===== src/rtl/mpu6050_gyro_assembler_if.sv =====
// Byte-stream and sample handshake bundle for the MPU6050 gyro assembler.
// master = byte source and sample consumer, slave = assembler.
interface mpu6050_gyro_assembler_if #(
   parameter int COUNT_WIDTH = 16
);
   logic [7:0]             byte_data;
   logic                   byte_valid;
   logic                   byte_first;
   logic                   sample_ready;
   logic                   clear_flags;
   logic [15:0]            gyro_x;
   logic [15:0]            gyro_y;
   logic [15:0]            gyro_z;
   logic                   sample_valid;
   logic [COUNT_WIDTH-1:0] sample_count;
   logic                   overrun;
   logic                   sync_error;

   modport master (
      output byte_data, byte_valid, byte_first,
      output sample_ready, clear_flags,
      input  gyro_x, gyro_y, gyro_z,
      input  sample_valid, sample_count,
      input  overrun, sync_error
   );

   modport slave (
      input  byte_data, byte_valid, byte_first,
      input  sample_ready, clear_flags,
      output gyro_x, gyro_y, gyro_z,
      output sample_valid, sample_count,
      output overrun, sync_error
   );
endinterface


===== src/rtl/mpu6050_gyro_assembler.sv =====
// Assembles six-byte MPU6050 gyro bursts into X/Y/Z words
// behind a valid/ready output register with sticky error flags.
module mpu6050_gyro_assembler #(
   parameter bit BYTE_SWAP   = 1'b0,
   parameter int COUNT_WIDTH = 16
) (
   input logic                      clock,
   input logic                      reset_n,
   mpu6050_gyro_assembler_if.slave  bus
);
   localparam logic [0:0] WAIT_FIRST = 1'b0;
   localparam logic [0:0] COLLECT    = 1'b1;

   logic [0:0]             state_q, state_d;
   logic [2:0]             idx_q, idx_d;
   logic [7:0]             byte_q [6];
   logic [7:0]             byte_d [6];
   logic                   done_q, done_d;
   logic                   valid_q, valid_d;
   logic [15:0]            x_q, x_d, y_q, y_d, z_q, z_d;
   logic [COUNT_WIDTH-1:0] count_q, count_d;
   logic                   ovr_q, ovr_d;
   logic                   sync_q, sync_d;
   logic                   sync_set, ovr_set;
   logic                   consume, load;

   function automatic logic [15:0] word(input logic [7:0] a,
                                        input logic [7:0] b);
      return BYTE_SWAP ? {b, a} : {a, b};
   endfunction

   always_comb begin
      state_d  = state_q;
      idx_d    = idx_q;
      byte_d   = byte_q;
      done_d   = 1'b0;
      sync_set = 1'b0;
      if (bus.byte_valid) begin
         if (bus.byte_first) begin
            sync_set  = (state_q == COLLECT);
            byte_d[0] = bus.byte_data;
            idx_d     = 3'd1;
            state_d   = COLLECT;
         end else if (state_q == COLLECT) begin
            byte_d[idx_q] = bus.byte_data;
            if (idx_q == 3'd5) begin
               done_d  = 1'b1;
               idx_d   = 3'd0;
               state_d = WAIT_FIRST;
            end else begin
               idx_d = idx_q + 3'd1;
            end
         end else begin
            sync_set = 1'b1;
         end
      end
   end

   // A finished burst is presented one edge after its last byte.
   always_comb begin
      consume = valid_q & bus.sample_ready;
      load    = done_q & (~valid_q | bus.sample_ready);
      ovr_set = done_q & valid_q & ~bus.sample_ready;
      valid_d = load | (valid_q & ~bus.sample_ready);
      count_d = count_q + COUNT_WIDTH'(consume);
      x_d     = load ? word(byte_q[0], byte_q[1]) : x_q;
      y_d     = load ? word(byte_q[2], byte_q[3]) : y_q;
      z_d     = load ? word(byte_q[4], byte_q[5]) : z_q;
      ovr_d   = ovr_set  | (ovr_q  & ~bus.clear_flags);
      sync_d  = sync_set | (sync_q & ~bus.clear_flags);
   end

   always_ff @(posedge clock) begin
      if (!reset_n) begin
         state_q <= WAIT_FIRST;
         idx_q   <= 3'd0;
         byte_q  <= '{default: '0};
         done_q  <= 1'b0;
         valid_q <= 1'b0;
         x_q     <= '0;
         y_q     <= '0;
         z_q     <= '0;
         count_q <= '0;
         ovr_q   <= 1'b0;
         sync_q  <= 1'b0;
      end else begin
         state_q <= state_d;
         idx_q   <= idx_d;
         byte_q  <= byte_d;
         done_q  <= done_d;
         valid_q <= valid_d;
         x_q     <= x_d;
         y_q     <= y_d;
         z_q     <= z_d;
         count_q <= count_d;
         ovr_q   <= ovr_d;
         sync_q  <= sync_d;
      end
   end

   assign bus.gyro_x       = x_q;
   assign bus.gyro_y       = y_q;
   assign bus.gyro_z       = z_q;
   assign bus.sample_valid = valid_q;
   assign bus.sample_count = count_q;
   assign bus.overrun      = ovr_q;
   assign bus.sync_error   = sync_q;
endmodule


===== src/flat_wrapper.sv =====
// flat-port wrapper written by rule: the top's interface ports become plain ports
module mpu6050_gyro_assembler_flat 
#(
   parameter bit BYTE_SWAP   = 1'b0,
   parameter int COUNT_WIDTH = 16
)
  (clock, reset_n, bus_byte_data, bus_byte_valid, bus_byte_first, bus_sample_ready, bus_clear_flags, bus_gyro_x, bus_gyro_y, bus_gyro_z, bus_sample_valid, bus_sample_count, bus_overrun, bus_sync_error);
  mpu6050_gyro_assembler_if #(.COUNT_WIDTH(COUNT_WIDTH)) bus_i ();
  input logic clock;
  input logic reset_n;
  input wire logic [$bits(bus_i.byte_data)-1:0] bus_byte_data;
  input wire logic [$bits(bus_i.byte_valid)-1:0] bus_byte_valid;
  input wire logic [$bits(bus_i.byte_first)-1:0] bus_byte_first;
  input wire logic [$bits(bus_i.sample_ready)-1:0] bus_sample_ready;
  input wire logic [$bits(bus_i.clear_flags)-1:0] bus_clear_flags;
  output wire logic [$bits(bus_i.gyro_x)-1:0] bus_gyro_x;
  output wire logic [$bits(bus_i.gyro_y)-1:0] bus_gyro_y;
  output wire logic [$bits(bus_i.gyro_z)-1:0] bus_gyro_z;
  output wire logic [$bits(bus_i.sample_valid)-1:0] bus_sample_valid;
  output wire logic [$bits(bus_i.sample_count)-1:0] bus_sample_count;
  output wire logic [$bits(bus_i.overrun)-1:0] bus_overrun;
  output wire logic [$bits(bus_i.sync_error)-1:0] bus_sync_error;
  assign bus_i.byte_data = bus_byte_data;
  assign bus_i.byte_valid = bus_byte_valid;
  assign bus_i.byte_first = bus_byte_first;
  assign bus_i.sample_ready = bus_sample_ready;
  assign bus_i.clear_flags = bus_clear_flags;
  assign bus_gyro_x = bus_i.gyro_x;
  assign bus_gyro_y = bus_i.gyro_y;
  assign bus_gyro_z = bus_i.gyro_z;
  assign bus_sample_valid = bus_i.sample_valid;
  assign bus_sample_count = bus_i.sample_count;
  assign bus_overrun = bus_i.overrun;
  assign bus_sync_error = bus_i.sync_error;
  mpu6050_gyro_assembler #(.BYTE_SWAP(BYTE_SWAP), .COUNT_WIDTH(COUNT_WIDTH)) u_core (.clock(clock), .reset_n(reset_n), .bus(bus_i));
endmodule

===== config.mk =====
export PLATFORM = sky130hd
export DESIGN_NAME = mpu6050_gyro_assembler_flat
export DESIGN_NICKNAME = d
export VERILOG_FILES = /design/src/rtl/mpu6050_gyro_assembler_if.sv /design/src/rtl/mpu6050_gyro_assembler.sv /design/src/flat_wrapper.sv
export SDC_FILE = /design/constraint.sdc
export NUM_CORES = 1
export LEC_CHECK = 0
export CAP_MARGIN = 20
export CORE_ASPECT_RATIO = 0.7
export CORE_UTILIZATION = 52
export CTS_BUF_LIST = sky130_fd_sc_hd__clkbuf_4
export DETAILED_ROUTE_END_ITERATION = 7
export HOLD_SLACK_MARGIN = 0.12
export PLACE_DENSITY = 0.78
export SETUP_SLACK_MARGIN = 0.5
export SLEW_MARGIN = 5
export SYNTH_ARGS = -nofsm -noshare
export SYNTH_HDL_FRONTEND = slang
export SYNTH_SLANG_ARGS = --single-unit

===== constraint.sdc =====
create_clock -name clock -period 3.94 [get_ports clock]
set_clock_uncertainty 0.1 [all_clocks]
set_input_delay 1.182 -clock clock [delete_from_list [all_inputs] [get_ports clock]]
set_output_delay 1.182 -clock clock [all_outputs]
set_load 0.1 [all_outputs]

After elaboration in Yosys (flattened, before gate mapping)
Cells that the tools add are included.
{ "totals": {"ram_bits": 0, "ff_bits": 120, "latch_bits": 0, "n_memories": 0, "mem_bits_ro": 0, "inputBits": 14, "word_cells": 60} }
{ "op_classes": {"magnitude_cmp": 2, "shifts": 0, "muxes": 15, "bitwise_logic": 19, "reduce_logical": 5, "multipliers": 0, "n_div": 0, "eq_ne": 1, "add_sub_neg": 2} }
{ "ops": {"columns": ["operator", "n"], "rows": [
  ["$bwmux 48", 1],
  ["$mux 48", 1],
  ["$demux 8 s3", 1],
  ["$add 16x1->16", 1],
  ["$mux 8", 2],
  ["$mux 3", 3],
  ["$and 1x1->1", 7],
  ["$mux 1", 7],
  ["$not 1->1", 7],
  ["$ge 4x4->1 const B", 1],
  ["$lt 4x1->1 const B", 1],
  ["$not 3->4", 1],
  ["$or 1x1->1", 4],
  ["$reduce_or 4->1", 1],
  ["$add 3x1->3 const B", 1],
  ["$eq 3x3->1 const B", 1],
  ["$reduce_and 3->1", 1],
  ["$reduce_and 2->1", 1],
  ["$reduce_bool 2->1", 1],
  ["$logic_and 1x1->1", 1]
]} }

Logic depth before layout (Yosys ltp)
{ "logic_depth": {"depth_word": 8, "depth_mapped": 8, "depth_no_buf": 6} }

Worst setup path before layout
No wires, ideal clock.
{ "synth_path": {"path_type": "input to register", "start": "input port bus_sample_ready", "end": "register u_core.count_q[10], in the netlist u_core.bus.sample_count[10]", "n_path_buf": 0, "path_stages": 6, "arrival_time_ns": 2.415, "path_slack_ns": 1.356, "cell_sequence": "and2_1 -> ha_1 -> ha_1 -> inv_1 -> or4_1 -> a21oi_1"} }
{ "synth_between": {"elab_chain_len": 2} }
{ "synth_rtl": {"columns": ["item", "line", "rtl"], "rows": [
  ["start: declaration", "flat_wrapper.sv:14", "input wire logic [$bits(bus_i.sample_ready)-1:0] bus_sample_ready;"],
  ["$and 1x1->1", "mpu6050_gyro_assembler.sv:61", "consume = valid_q & bus.sample_ready;"],
  ["$add 16x1->16", "mpu6050_gyro_assembler.sv:65", "count_d = count_q + COUNT_WIDTH'(consume);"],
  ["end signal: assignment", "mpu6050_gyro_assembler.sv:95", "count_q <= count_d;"],
  ["end: declaration", "mpu6050_gyro_assembler.sv:21", "logic [COUNT_WIDTH-1:0] count_q, count_d;"]
]} }
Every way passes these cells.
A chain may end at the register's enable or synchronous reset.

Final worst setup path
Same ends and word-level chain as after synthesis.

==> summary.md <==
| Metric | Value |
|---|---|
| Run status | `complete, no violations` |
| Instance count on the critical path | `7` |
| R2r worst-path depth | `5` |
| Net Count, Synth | `about 590` |
| Final min period | `2730 ps` |
| Hold path depth | `2` |
| Mapped Area | `0.00485 mm^2` |
| Async SR Flop Fraction | `0%` |
| EDFF count, synth | `0` |
| Max-slew headroom | `46.1%` |
| Critical path data arrival time | `3070 ps` |
| Cell area after layout | `0.00568 mm^2` |
| Max cap viols | `0` |
| Die H | `82.8 um` |
| Vias in the first global route | `between 3000 and 4000` |
| Area of the die | `0.00972 mm^2` |
| Yosys reg bits | `120` |
| # DRC | `0` |
| Antenna violations before repair | `0` |
| Fillcell total | `807` |
| N_diodes | `0` |
| R2R Setup Slk | `between 1500 and 2000 ps` |
| Static Leakage | `between 0.0015 and 0.002 uW` |
| Wire length per cell | `15.6 um` |
| Power per standard cell area | `roughly 360 mW/mm^2` |
| Hold WS | `361 ps` |
| IO Pins | `81` |
| First-pass GRT wire length | `about 19000 um` |
| Num CTS Buffers | `17` |
| Detailed route wirelength on metal2 | `5280 um` |
| Initial drt markers | `around 390` |
| Worst Hold Endpoint | `u_core.bus.gyro_y[12]` |
| Placed inst area | `between 0.005 and 0.006 mm^2` |
| Grt total ovfl | `0` |
| CTS Hold Bufs | `0` |
| Vias per Instance | `a little under 6` |
| Nets | `646` |
| CP most frequent cell | `ha_1` |
| Crit-path cells | `clkdlybuf4s50_1, and2_1, ha_1, ha_1, inv_1, or4_1, a21oi_1` |
| Initial Util | `53.4%` |
| Yosys synthesis warning count | `0` |
| RSZ-0062 raised after global routing | `false` |
| VDD IR max | `239 uV` |
| Share of the yosys chip area belonging to registers | `49.6%` |
| Worst setup SP type | `input port` |
| Crit Path Class | `input port to flop` |
| # rows | `29` |
| Delay-heaviest family, CP | `simple AND/OR/NAND/NOR gates` |
| Max H-tree Level | `4` |
| Root Driver | `clkbuf_4` |
| Port Buffer Count | `80` |
| CTS max path bufs | `2` |
| Fin Setup TNS | `0 ps` |
| Clock Latency Late Sink | `roughly 520 ps` |
| Gpl congestion | `0.827` |
| Critical path's largest stage delay | `520 ps` |
| Clk sinks | `120` |
| Syn-to-layout area delta | `17.1%` |
| Metal3 WL | `between 800 and 900 um` |
| Max Used Layer | `met4` |
| CTS tree | `built` |
| Post-CTS Setup Bufs | `0` |
| R2r startpoint | `u_core.done_q` |
| Routed length on met1 | `between 5000 and 6000 um` |
| Setup violators final | `0` |
| Hold path start | `u_core.byte_q[28]` |
| Tightest Hold Check Type | `flop to flop` |
| Core Area | `0.00907 mm^2` |
| GRT Overall Usage | `25.1%` |
| Fin. Hold Viols | `0` |
| Hpwl dp | `7900 um` |
| Slowest cell on the critical path | `or4_1` |
| Cell count after synthesis | `576` |
| Mapped Avg Cell Area | `8.42 um^2` |
| Routed via count | `4503` |
| Drt total wl | `11900 um` |
| Reg2reg end | `u_core.bus.gyro_z[15]` |
| CP Capture Type | `flop` |
| Req. time, crit path | `approximately 4300 ps` |
| Buffers and inverters on the worst path | `2` |
| # resized after CTS | `0` |
| Final worst path period share | `69.2%` |
| Unique masters post-synth | `43` |
| Pins Over Slew Limit | `0` |
| First-pass detailed-route iteration total | `7` |
| Largest net degree at the start of global routing | `70` |
| Synth Flop Type | `dfxtp_1` |
| Share of cells above drive strength 1 | `17.4%` |
| Fmax | `0.367 GHz` |
| Detail Route Antenna Nets | `0` |
| Die Span X | `117 um` |
| Clock transition at the registers of the reported paths | `100 ps` |
| Top fanout value on the critical path | `8` |
| Slew at the pin with the worst max-slew slack | `809 ps` |
## report_power, final
part	internal, uW	switching [uW]
logic	32.4	70.1
clock network	274	414
registers	1220	7.57
## worst max-delay path by stage
stage	start	end	slack, ps
after floorplan	bus_sample_ready	u_core.bus.sample_count[10]	1360
after global routing	bus_sample_ready	u_core.bus.sample_count[12]	1090
final	bus_sample_ready	u_core.bus.sample_count[10]	1210
after global placement	bus_sample_ready	u_core.bus.sample_count[10]	800
after CTS	bus_sample_ready	u_core.bus.sample_count[8]	1260
after detailed placement	bus_sample_ready	u_core.bus.sample_count[10]	730
## logic make-up after synthesis
group,synth area share (%)
multiplexers,1.03
adder cells (fa/ha/maj),1.03
AO/OA/AOI/OAI,22.3
XOR/XNOR,0.542
flip-flops,49.6
buffers and inverters,6.07
AND/OR/NAND/NOR,19.5
## layout by cell type, fill, tap and decap left out, drive strengths merged, types with 8 or more instances in the layout
master	n
nand3	103
a21oi	100
clkdlybuf4s50	13
buf	76
o22ai	8
clkbuf	23
nand2b	12
nand2	18
o21ai	94
dfxtp	120
## stage by stage
stage                     total power (uW)  instances  setup WS (ps)  util, %
after detailed placement              1350        733            731     60.3
after global placement                1350        731            798     59.9
final                                 2020        763           1210     62.6
after floorplan                       1320        576           1360        -
after global routing                  2090        763           1090     62.6
after CTS                             2020        763           1260     62.6
## layout make-up
cell class	instances	area [um^2]	area share, %
clock buffer	23	173	3.04
clock inverter	7	31.3	0.551
inverter	7	26.3	0.463
multi-input combinational	393	2150	37.9
sequential	120	2400	42.3
tap	124	155	2.73
timing repair buffer	89	737	13.0
## flip-flops by register name (all words and copies together), names as in the netlist, 3 cells and up
register                 flops
u_core.bus.gyro_y           16
u_core.byte_q               48
u_core.bus.sample_count     16
u_core.bus.gyro_z           16
u_core.bus.gyro_x           16
u_core.idx_q                 3
## cells in the mapped netlist, types with 2 or more instances
library cell / instances / area (um^2)
dfxtp_1: 120 / 2400
nand3_1: 103 / 515
a21oi_1: 100 / 500
o21ai_0: 92 / 460
clkbuf_1: 33 / 124
nand2_1: 18 / 67.6
buf_2: 15 / 75.1
nand2b_1: 12 / 75.1
o22ai_1: 8 / 50.1
nor2_1: 7 / 26.3
inv_1: 6 / 22.5
and2_1: 5 / 31.3
mux2i_1: 5 / 50.1
ha_1: 4 / 50.1
nor2b_1: 4 / 25.0
o31ai_1: 4 / 30.0
or4_1: 4 / 30.0
clkbuf_2: 3 / 15.0
nor4_1: 3 / 18.8
buf_4: 2 / 15.0
clkbuf_8: 2 / 27.5
nand4_2: 2 / 25.0
nor4_2: 2 / 25.0
o21ai_1: 2 / 10.0
xor2_1: 2 / 17.5
## worst min-delay path, cell delays in order (launching register included)
cell     delay, ps
dfxtp_1        320
nand3_1         60
a21oi_1         50
## layer usage
| layer | GRT usage, % | vias up |
|---|---|---|
| li1 | - | 2174 |
| met1 | 35.5 | 2125 |
| met2 | 37.3 | 179 |
| met3 | 6.63 | 25 |
| met4 | 7.66 | 0 |
| met5 | 0 | - |
Note: power is estimated with default switching activity, not from simulation.
